$ cat src/rtl/camera_pipeline_pkg.sv
`default_nettype none
// ============================================================================
//  Module   : camera_pipeline_pkg
//  Purpose  : Shared types and constants for the OV7670 capture pipeline:
//             capture state encoding, packing geometry, row-writer commands
//             and the byte-to-word packing helper.
//  Revision : 1.0 - initial release
// ============================================================================
package camera_pipeline_pkg;

  // Capture front-end state encoding
  typedef enum logic [1:0] {
    ST_IDLE       = 2'd0,
    ST_WAIT_VSYNC = 2'd1,
    ST_WAIT_FRAME = 2'd2,
    ST_ACTIVE     = 2'd3
  } cam_state_e;

  // Packing geometry
  localparam int BYTES_PER_PIXEL = 2;
  localparam int PIXELS_PER_WORD = 2;
  localparam int BYTES_PER_WORD  = BYTES_PER_PIXEL * PIXELS_PER_WORD;

  // Command codes understood by the row writer across the CDC
  localparam logic [1:0] CMD_FRAME_START = 2'd1;
  localparam logic [1:0] CMD_ROW         = 2'd2;
  localparam logic [1:0] CMD_FRAME_END   = 2'd3;

  // Builds a 32-bit word from the first three bytes {b0,b1,b2} and the
  // fourth byte b3: even pixel {b0,b1} in [15:0], odd pixel {b2,b3} in [31:16].
  function automatic logic [31:0] pack_word(input logic [23:0] i_first3,
                                            input logic [7:0]  i_last);
    return {i_first3[7:0], i_last, i_first3[23:8]};
  endfunction

endpackage
`default_nettype wire

$ cat src/rtl/ov7670_input_sync.sv
`default_nettype none
// ============================================================================
//  Module   : ov7670_input_sync
//  Purpose  : Registers the raw camera pins once and detects VSYNC rise/fall
//             and HREF fall on the registered copies.
//  Revision : 1.0 - initial release
// ============================================================================
module ov7670_input_sync (
  input  logic       clk_cam,
  input  logic       reset_n,
  input  logic       i_vsync,
  input  logic       i_href,
  input  logic [7:0] i_data,
  output logic       o_vsync,
  output logic       o_href,
  output logic [7:0] o_data,
  output logic       o_vsync_rise,
  output logic       o_vsync_fall,
  output logic       o_href_fall
);

  logic       r_vsync;
  logic       r_href;
  logic [7:0] r_data;
  logic       r_vsync_d;
  logic       r_href_d;

  // Input register stage plus one-cycle history for edge detection
  always_ff @(posedge clk_cam or negedge reset_n) begin
    if (!reset_n) begin
      r_vsync   <= 1'b0;
      r_href    <= 1'b0;
      r_data    <= 8'd0;
      r_vsync_d <= 1'b0;
      r_href_d  <= 1'b0;
    end else begin
      r_vsync   <= i_vsync;
      r_href    <= i_href;
      r_data    <= i_data;
      r_vsync_d <= r_vsync;
      r_href_d  <= r_href;
    end
  end

  assign o_vsync      = r_vsync;
  assign o_href       = r_href;
  assign o_data       = r_data;
  assign o_vsync_rise = r_vsync & ~r_vsync_d;
  assign o_vsync_fall = ~r_vsync & r_vsync_d;
  assign o_href_fall  = ~r_href & r_href_d;

endmodule
`default_nettype wire

$ cat src/rtl/ov7670_pixel_packer.sv
`default_nettype none
// ============================================================================
//  Module   : ov7670_pixel_packer
//  Purpose  : OV7670 capture front-end. Delineates frames and rows from
//             VSYNC/HREF, packs two RGB565 pixels per 32-bit word with a
//             line-buffer word address, and emits framing/error pulses to
//             the downstream row writer.
//  Revision : 1.0 - initial release
// ============================================================================
module ov7670_pixel_packer
  import camera_pipeline_pkg::*;
#(
  parameter int FRAME_WIDTH  = 640,
  parameter int FRAME_HEIGHT = 480
) (
  input  logic        clk_cam,
  input  logic        reset_n,
  input  logic        enable,
  input  logic        vsync,
  input  logic        href,
  input  logic [7:0]  cam_data,
  output logic [31:0] word_data,
  output logic [9:0]  word_addr,
  output logic        word_valid,
  output logic        frame_start,
  output logic        row_done,
  output logic        frame_end,
  output logic        row_error,
  output logic        frame_error,
  output logic [10:0] row_count
);

  localparam logic [11:0] c_ROW_BYTES    = 12'(FRAME_WIDTH * BYTES_PER_PIXEL);
  localparam logic [10:0] c_FRAME_HEIGHT = 11'(FRAME_HEIGHT);
  localparam logic [10:0] c_BYTE_MAX     = 11'h7FF;

  // Registered pin copies and edge strobes
  logic       w_vsync;
  logic       w_href;
  logic [7:0] w_data;
  logic       w_vsync_rise;
  logic       w_vsync_fall;
  logic       w_href_fall;

  ov7670_input_sync u_input_sync (
    .clk_cam      (clk_cam),
    .reset_n      (reset_n),
    .i_vsync      (vsync),
    .i_href       (href),
    .i_data       (cam_data),
    .o_vsync      (w_vsync),
    .o_href       (w_href),
    .o_data       (w_data),
    .o_vsync_rise (w_vsync_rise),
    .o_vsync_fall (w_vsync_fall),
    .o_href_fall  (w_href_fall)
  );

  cam_state_e  r_state;
  logic [10:0] r_byte_cnt;
  logic [23:0] r_shift;
  logic [10:0] r_row_count;
  logic        r_excess;
  logic [31:0] r_word_data;
  logic [9:0]  r_word_addr;
  logic        r_word_valid;
  logic        r_frame_start;
  logic        r_row_done;
  logic        r_frame_end;
  logic        r_row_error;
  logic        r_frame_error;

  logic        w_row_full;
  logic        w_in_window;
  logic        w_emit;
  logic        w_row_good;
  logic [10:0] w_rows_final;
  logic        w_excess_final;

  // Once FRAME_HEIGHT rows are in, further rows are excess and produce nothing
  assign w_row_full     = (r_row_count >= c_FRAME_HEIGHT);
  // Bytes beyond one full row never form a word
  assign w_in_window    = ({1'b0, r_byte_cnt} < c_ROW_BYTES);
  // A word completes on byte phase 3
  assign w_emit         = w_href && !w_row_full && w_in_window &&
                          (r_byte_cnt[1:0] == 2'd3);
  assign w_row_good     = w_href_fall && !w_row_full &&
                          ({1'b0, r_byte_cnt} == c_ROW_BYTES);
  // Row totals as they stand once this cycle's row end (if any) is counted
  assign w_rows_final   = r_row_count + {10'd0, w_row_good};
  assign w_excess_final = r_excess | (w_href & w_row_full);

  // Frame/row sequencing, byte packing and single-cycle output strobes
  always_ff @(posedge clk_cam or negedge reset_n) begin
    if (!reset_n) begin
      r_state       <= ST_IDLE;
      r_byte_cnt    <= 11'd0;
      r_shift       <= 24'd0;
      r_row_count   <= 11'd0;
      r_excess      <= 1'b0;
      r_word_data   <= 32'd0;
      r_word_addr   <= 10'd0;
      r_word_valid  <= 1'b0;
      r_frame_start <= 1'b0;
      r_row_done    <= 1'b0;
      r_frame_end   <= 1'b0;
      r_row_error   <= 1'b0;
      r_frame_error <= 1'b0;
    end else begin
      r_word_valid  <= 1'b0;
      r_frame_start <= 1'b0;
      r_row_done    <= 1'b0;
      r_frame_end   <= 1'b0;
      r_row_error   <= 1'b0;
      r_frame_error <= 1'b0;

      case (r_state)
        ST_IDLE: begin
          if (enable) begin
            r_state <= ST_WAIT_VSYNC;
          end
        end

        // Hold off until blanking is seen so capture never starts mid-frame
        ST_WAIT_VSYNC: begin
          if (w_vsync) begin
            r_state <= ST_WAIT_FRAME;
          end
        end

        ST_WAIT_FRAME: begin
          if (w_vsync_fall) begin
            r_frame_start <= 1'b1;
            r_row_count   <= 11'd0;
            r_byte_cnt    <= 11'd0;
            r_excess      <= 1'b0;
            r_state       <= ST_ACTIVE;
          end
        end

        ST_ACTIVE: begin
          if (w_href) begin
            // Saturate so an overlong row can never wrap back into range
            if (r_byte_cnt != c_BYTE_MAX) begin
              r_byte_cnt <= r_byte_cnt + 11'd1;
            end
            r_shift <= {r_shift[15:0], w_data};
            if (w_row_full) begin
              r_excess <= 1'b1;
            end
            if (w_emit) begin
              r_word_valid <= 1'b1;
              r_word_data  <= pack_word(r_shift, w_data);
              r_word_addr  <= {1'b0, r_byte_cnt[10:2]};
            end
          end

          // Row end: only an exact-length row within the frame counts
          if (w_href_fall) begin
            r_byte_cnt <= 11'd0;
            if (w_row_good) begin
              r_row_done  <= 1'b1;
              r_row_count <= r_row_count + 11'd1;
            end else begin
              r_row_error <= 1'b1;
            end
          end

          // Frame end; a row still open at this point is truncated
          if (w_vsync_rise) begin
            r_frame_end   <= 1'b1;
            r_frame_error <= (w_rows_final != c_FRAME_HEIGHT) || w_excess_final;
            if (w_href) begin
              r_row_error <= 1'b1;
            end
            r_byte_cnt <= 11'd0;
            r_state    <= enable ? ST_WAIT_FRAME : ST_IDLE;
          end
        end

        default: r_state <= ST_IDLE;
      endcase
    end
  end

  assign word_data   = r_word_data;
  assign word_addr   = r_word_addr;
  assign word_valid  = r_word_valid;
  assign frame_start = r_frame_start;
  assign row_done    = r_row_done;
  assign frame_end   = r_frame_end;
  assign row_error   = r_row_error;
  assign frame_error = r_frame_error;
  assign row_count   = r_row_count;

endmodule
`default_nettype wire

$ cat config.mk
export PLATFORM = sky130hd
export DESIGN_NAME = ov7670_pixel_packer
export DESIGN_NICKNAME = d
export VERILOG_FILES = /design/src/rtl/camera_pipeline_pkg.sv /design/src/rtl/ov7670_input_sync.sv /design/src/rtl/ov7670_pixel_packer.sv
export SDC_FILE = /design/constraint.sdc
export NUM_CORES = 1
export LEC_CHECK = 0
export ABC_CLOCK_PERIOD_IN_PS = 3800
export BUFFER_PORTS_ARGS = -buffer_cell sky130_fd_sc_hd__buf_2
export CAP_MARGIN = 10
export CORE_AREA = 4 4 118 87
export DETAILED_ROUTE_END_ITERATION = 8
export DIE_AREA = 0 0 122 91
export GPL_TIMING_DRIVEN = 1
export PLACE_DENSITY = 0.79
export SYNTH_ARGS = -nofsm -noshare
export SYNTH_HDL_FRONTEND = slang
export SYNTH_SLANG_ARGS = --single-unit
$ cat constraint.sdc
create_clock -name clk_cam -period 3.8 [get_ports clk_cam]
set_clock_uncertainty 0.1 [all_clocks]
set_input_delay 0.76 -clock clk_cam [delete_from_list [all_inputs] [get_ports clk_cam]]
set_output_delay 0.76 -clock clk_cam [all_outputs]
set_load 0.01 [all_outputs]
==> impl_metrics.ini <==
[setup_path]
cp-end-kind = register
required_ns = 3.93
critPathArrivalTime_ns = 2.95
crit_path_max_incr_delay_ns = 0.44
r2r_setup_slack_ns = 0.98
crit_type = register to register
timing.rr.start = r_byte_cnt[6]
crit_slowest_cell = dfrtp_1
worstReg2RegEnd = frame_error
crit_path_frequent_cell = ha_1
reg2reg_depth = 9
startpoint_type = register
path_cells = nor4b_1, nand4_1, nor3_1, ha_1, ha_1, nand2_1, a221oi_1, a21oi_1, o21a_1
path_max_fanout = 6

[power]
peakVddDrop_uv = 335.8
p_total_mw = 3.448
p_leak_nw = 2.644
p_per_area_mw_per_mm2 = 653.1

[global_routing]
grt_max_degree = 65
track_usage = 0.1801
grt_pass1_vias = 3140
gr-total-overflow = 0
grt_first_pass_wirelength_um = 15730
antenna_found_initial = 0

[run_status]
outcome = finished clean

[sta]
min_period_ns = 2.820
setup_ws_ns = 0.9803
tightest_slew_ns = 0.7853
timing.final.hold_violations = 0
whs_ns = 0.3903
finalCritPeriodShare = 0.7420
setup_tns_ns = 0
fmax_mhz = 354.7
final_max_slew_viol_count = 0
setup_violations = 0
max_slew_margin = 0.4765
rsz0062_at_grt = no

[placed_design]
place_congestion = 0.9655
place_inst = 533
placedInstanceArea_mm2 = 0.004964
dp_hpwl_um = 6749
place.port_buffers = 70
dpl_worst_slack_ns = 1.028

[routing]
wl_per_cell_um = 17.29
drt-initial-drc-count = 201
vias = 3052
wl_um = 9492
first_pass_iters = 5
via_per_inst = 5.559
ant_nets = 0
drcViolationCount = 0

[die]
die-area_mm2 = 0.01110
initial_core_util = 0.4983
ios = 72
fp-row-count = 29
core_area_mm2 = 0.008962
dieHeight_um = 91
chipWidth_um = 122

[layout]
final_cell_mix = 108 x dfrtp_1, 69 x buf_2, 66 x mux2_2, 27 x nand2_1, 16 x nand3_1
multi_input_area_mm2 = 0.001650
final_common_cell = dfrtp_1
diodes = 0
post-route-util = 0.5891
syn2layout_area_growth_pct = 18.24
final_nets = 439
final-instance-count-excl-fill = 549
n_fill_cell = 724
final_cell_area_mm2 = 0.005280
drive_gt1_frac = 0.3835
layout.area.seq_mm2 = 0.002703

[yosys]
synth-main-ff-cell = dfrtp_1
avgSynthCellArea_um2 = 12.87
async_flop_share = 1.000
synth-edff-count = 0
yosys_warnings = 0
netlist_instances = 347
yosysUniqueCellTypes = 47
synthesis.nets = 366
synth_seq_area_share = 0.6052
ys_seq_elements = 108
synth_area_mm2 = 0.004466

[cts]
cts_made_buffers = 9
clock_latency_ns = 0.34
cts-resized-gates = 0
htree_levels = 3
cts_root_buffer = clkbuf_16
postCtsSetupRepairBufs = 0
clock_path_buffers = 2
cts.sinks = 108
cts_hold_buffers = 0
cts.clk_slew.worst_paths_ns = 0.07
tritoncts = yes

[flow_run]
max-cap-violations = 0

[min_path]
min_path_type = register to register
whs_path_depth = 0
whs_endpoint = u_input_sync.r_vsync_d
worstHoldStart = u_input_sync.o_vsync
## worst max-delay path: cells and delay by family, from the launching register on
family          cells  cell delay, ns
fa+ha+maj           2            0.51
flops               1            0.44
simple gates        4            1.08
compound gates      3            0.58
## cell usage after synthesis (2+ instances only)
master | count | area, um^2
a21oi_1 | 9 | 45.04
a221oi_1 | 2 | 17.52
and2_1 | 6 | 37.54
and3_1 | 3 | 18.77
buf_2 | 4 | 20.02
clkbuf_1 | 6 | 22.52
dfrtp_1 | 108 | 2703
ha_1 | 6 | 75.07
inv_1 | 13 | 48.80
mux2_2 | 66 | 743.2
nand2_1 | 27 | 101.4
nand2b_1 | 3 | 18.77
nand3_1 | 16 | 80.08
nand4_1 | 6 | 37.54
nor2_1 | 11 | 41.29
nor3_1 | 6 | 30.03
nor4_1 | 4 | 25.02
o211ai_1 | 3 | 22.52
o21ai_0 | 9 | 45.04
o31ai_1 | 5 | 37.54
or3_1 | 4 | 25.02
or4b_4 | 2 | 27.53
xnor2_1 | 4 | 35.03
## registers in the layout, summed over array words and instances (netlist names), 2 cells and up
register,flops
word_data,32
row_count,11
r_byte_cnt,11
word_addr,9
r_state,2
u_input_sync.o_data,8
r_shift,24
## area by class of cell
class | count | area share
Multi-Input combinational cell | 212 | 0.3126
Tap cell | 124 | 0.02938
Clock inverter | 6 | 0.01659
Inverter | 14 | 0.009953
Timing Repair Buffer | 75 | 0.07630
Clock buffer | 10 | 0.04337
Sequential cell | 108 | 0.5118
## how the worst max path moves through the flow
| stage | startpoint | cells after the start | to | slack (ns) |
|---|---|---|---|---|
| 2_1_floorplan | r_byte_cnt[6] | 9 | frame_error | 1.37 |
| 3_3_place_gp | r_byte_cnt[6] | 9 | frame_error | 1.23 |
| 3_5_place_dp | r_byte_cnt[6] | 9 | frame_error | 1.03 |
| 4_1_cts | r_byte_cnt[6] | 9 | frame_error | 1.01 |
| 5_1_grt | r_byte_cnt[6] | 9 | frame_error | 0.81 |
| 6_report | r_byte_cnt[6] | 9 | frame_error | 0.98 |
## routing by layer
metal | part of all wire | vias to the layer above | GRT usage
met1 | 0.44 | 1525 | 0.2468
met5 | 0 | - | 0
met2 | 0.47 | 125 | 0.2721
met3 | 0.072 | 20 | 0.05155
li1 | - | 1382 | -
met4 | 0.018 | 0 | 0.07276
## cell families (layout without fill, tap and decap cells)
group,count (synthesis),in the layout,synth area share
other,1,1,0.0008398
muxes,67,67,0.1687
xor gates and xnor gates,4,4,0.007845
AOI/OAI and AO/OA,37,37,0.05492
and+or+nand+nor,97,97,0.1194
buffers and inverters,27,105,0.02634
adders and majority gates,6,6,0.01681
DFF,108,108,0.6052
## power by group
group,total [mW],leakage (nW),switching [mW],internal [mW]
clock,0.981,0.157,0.403,0.579
combinational,0.784,1.08,0.374,0.411
sequential,1.68,1.41,0.214,1.47
Power figures use the tool's default switching activity.
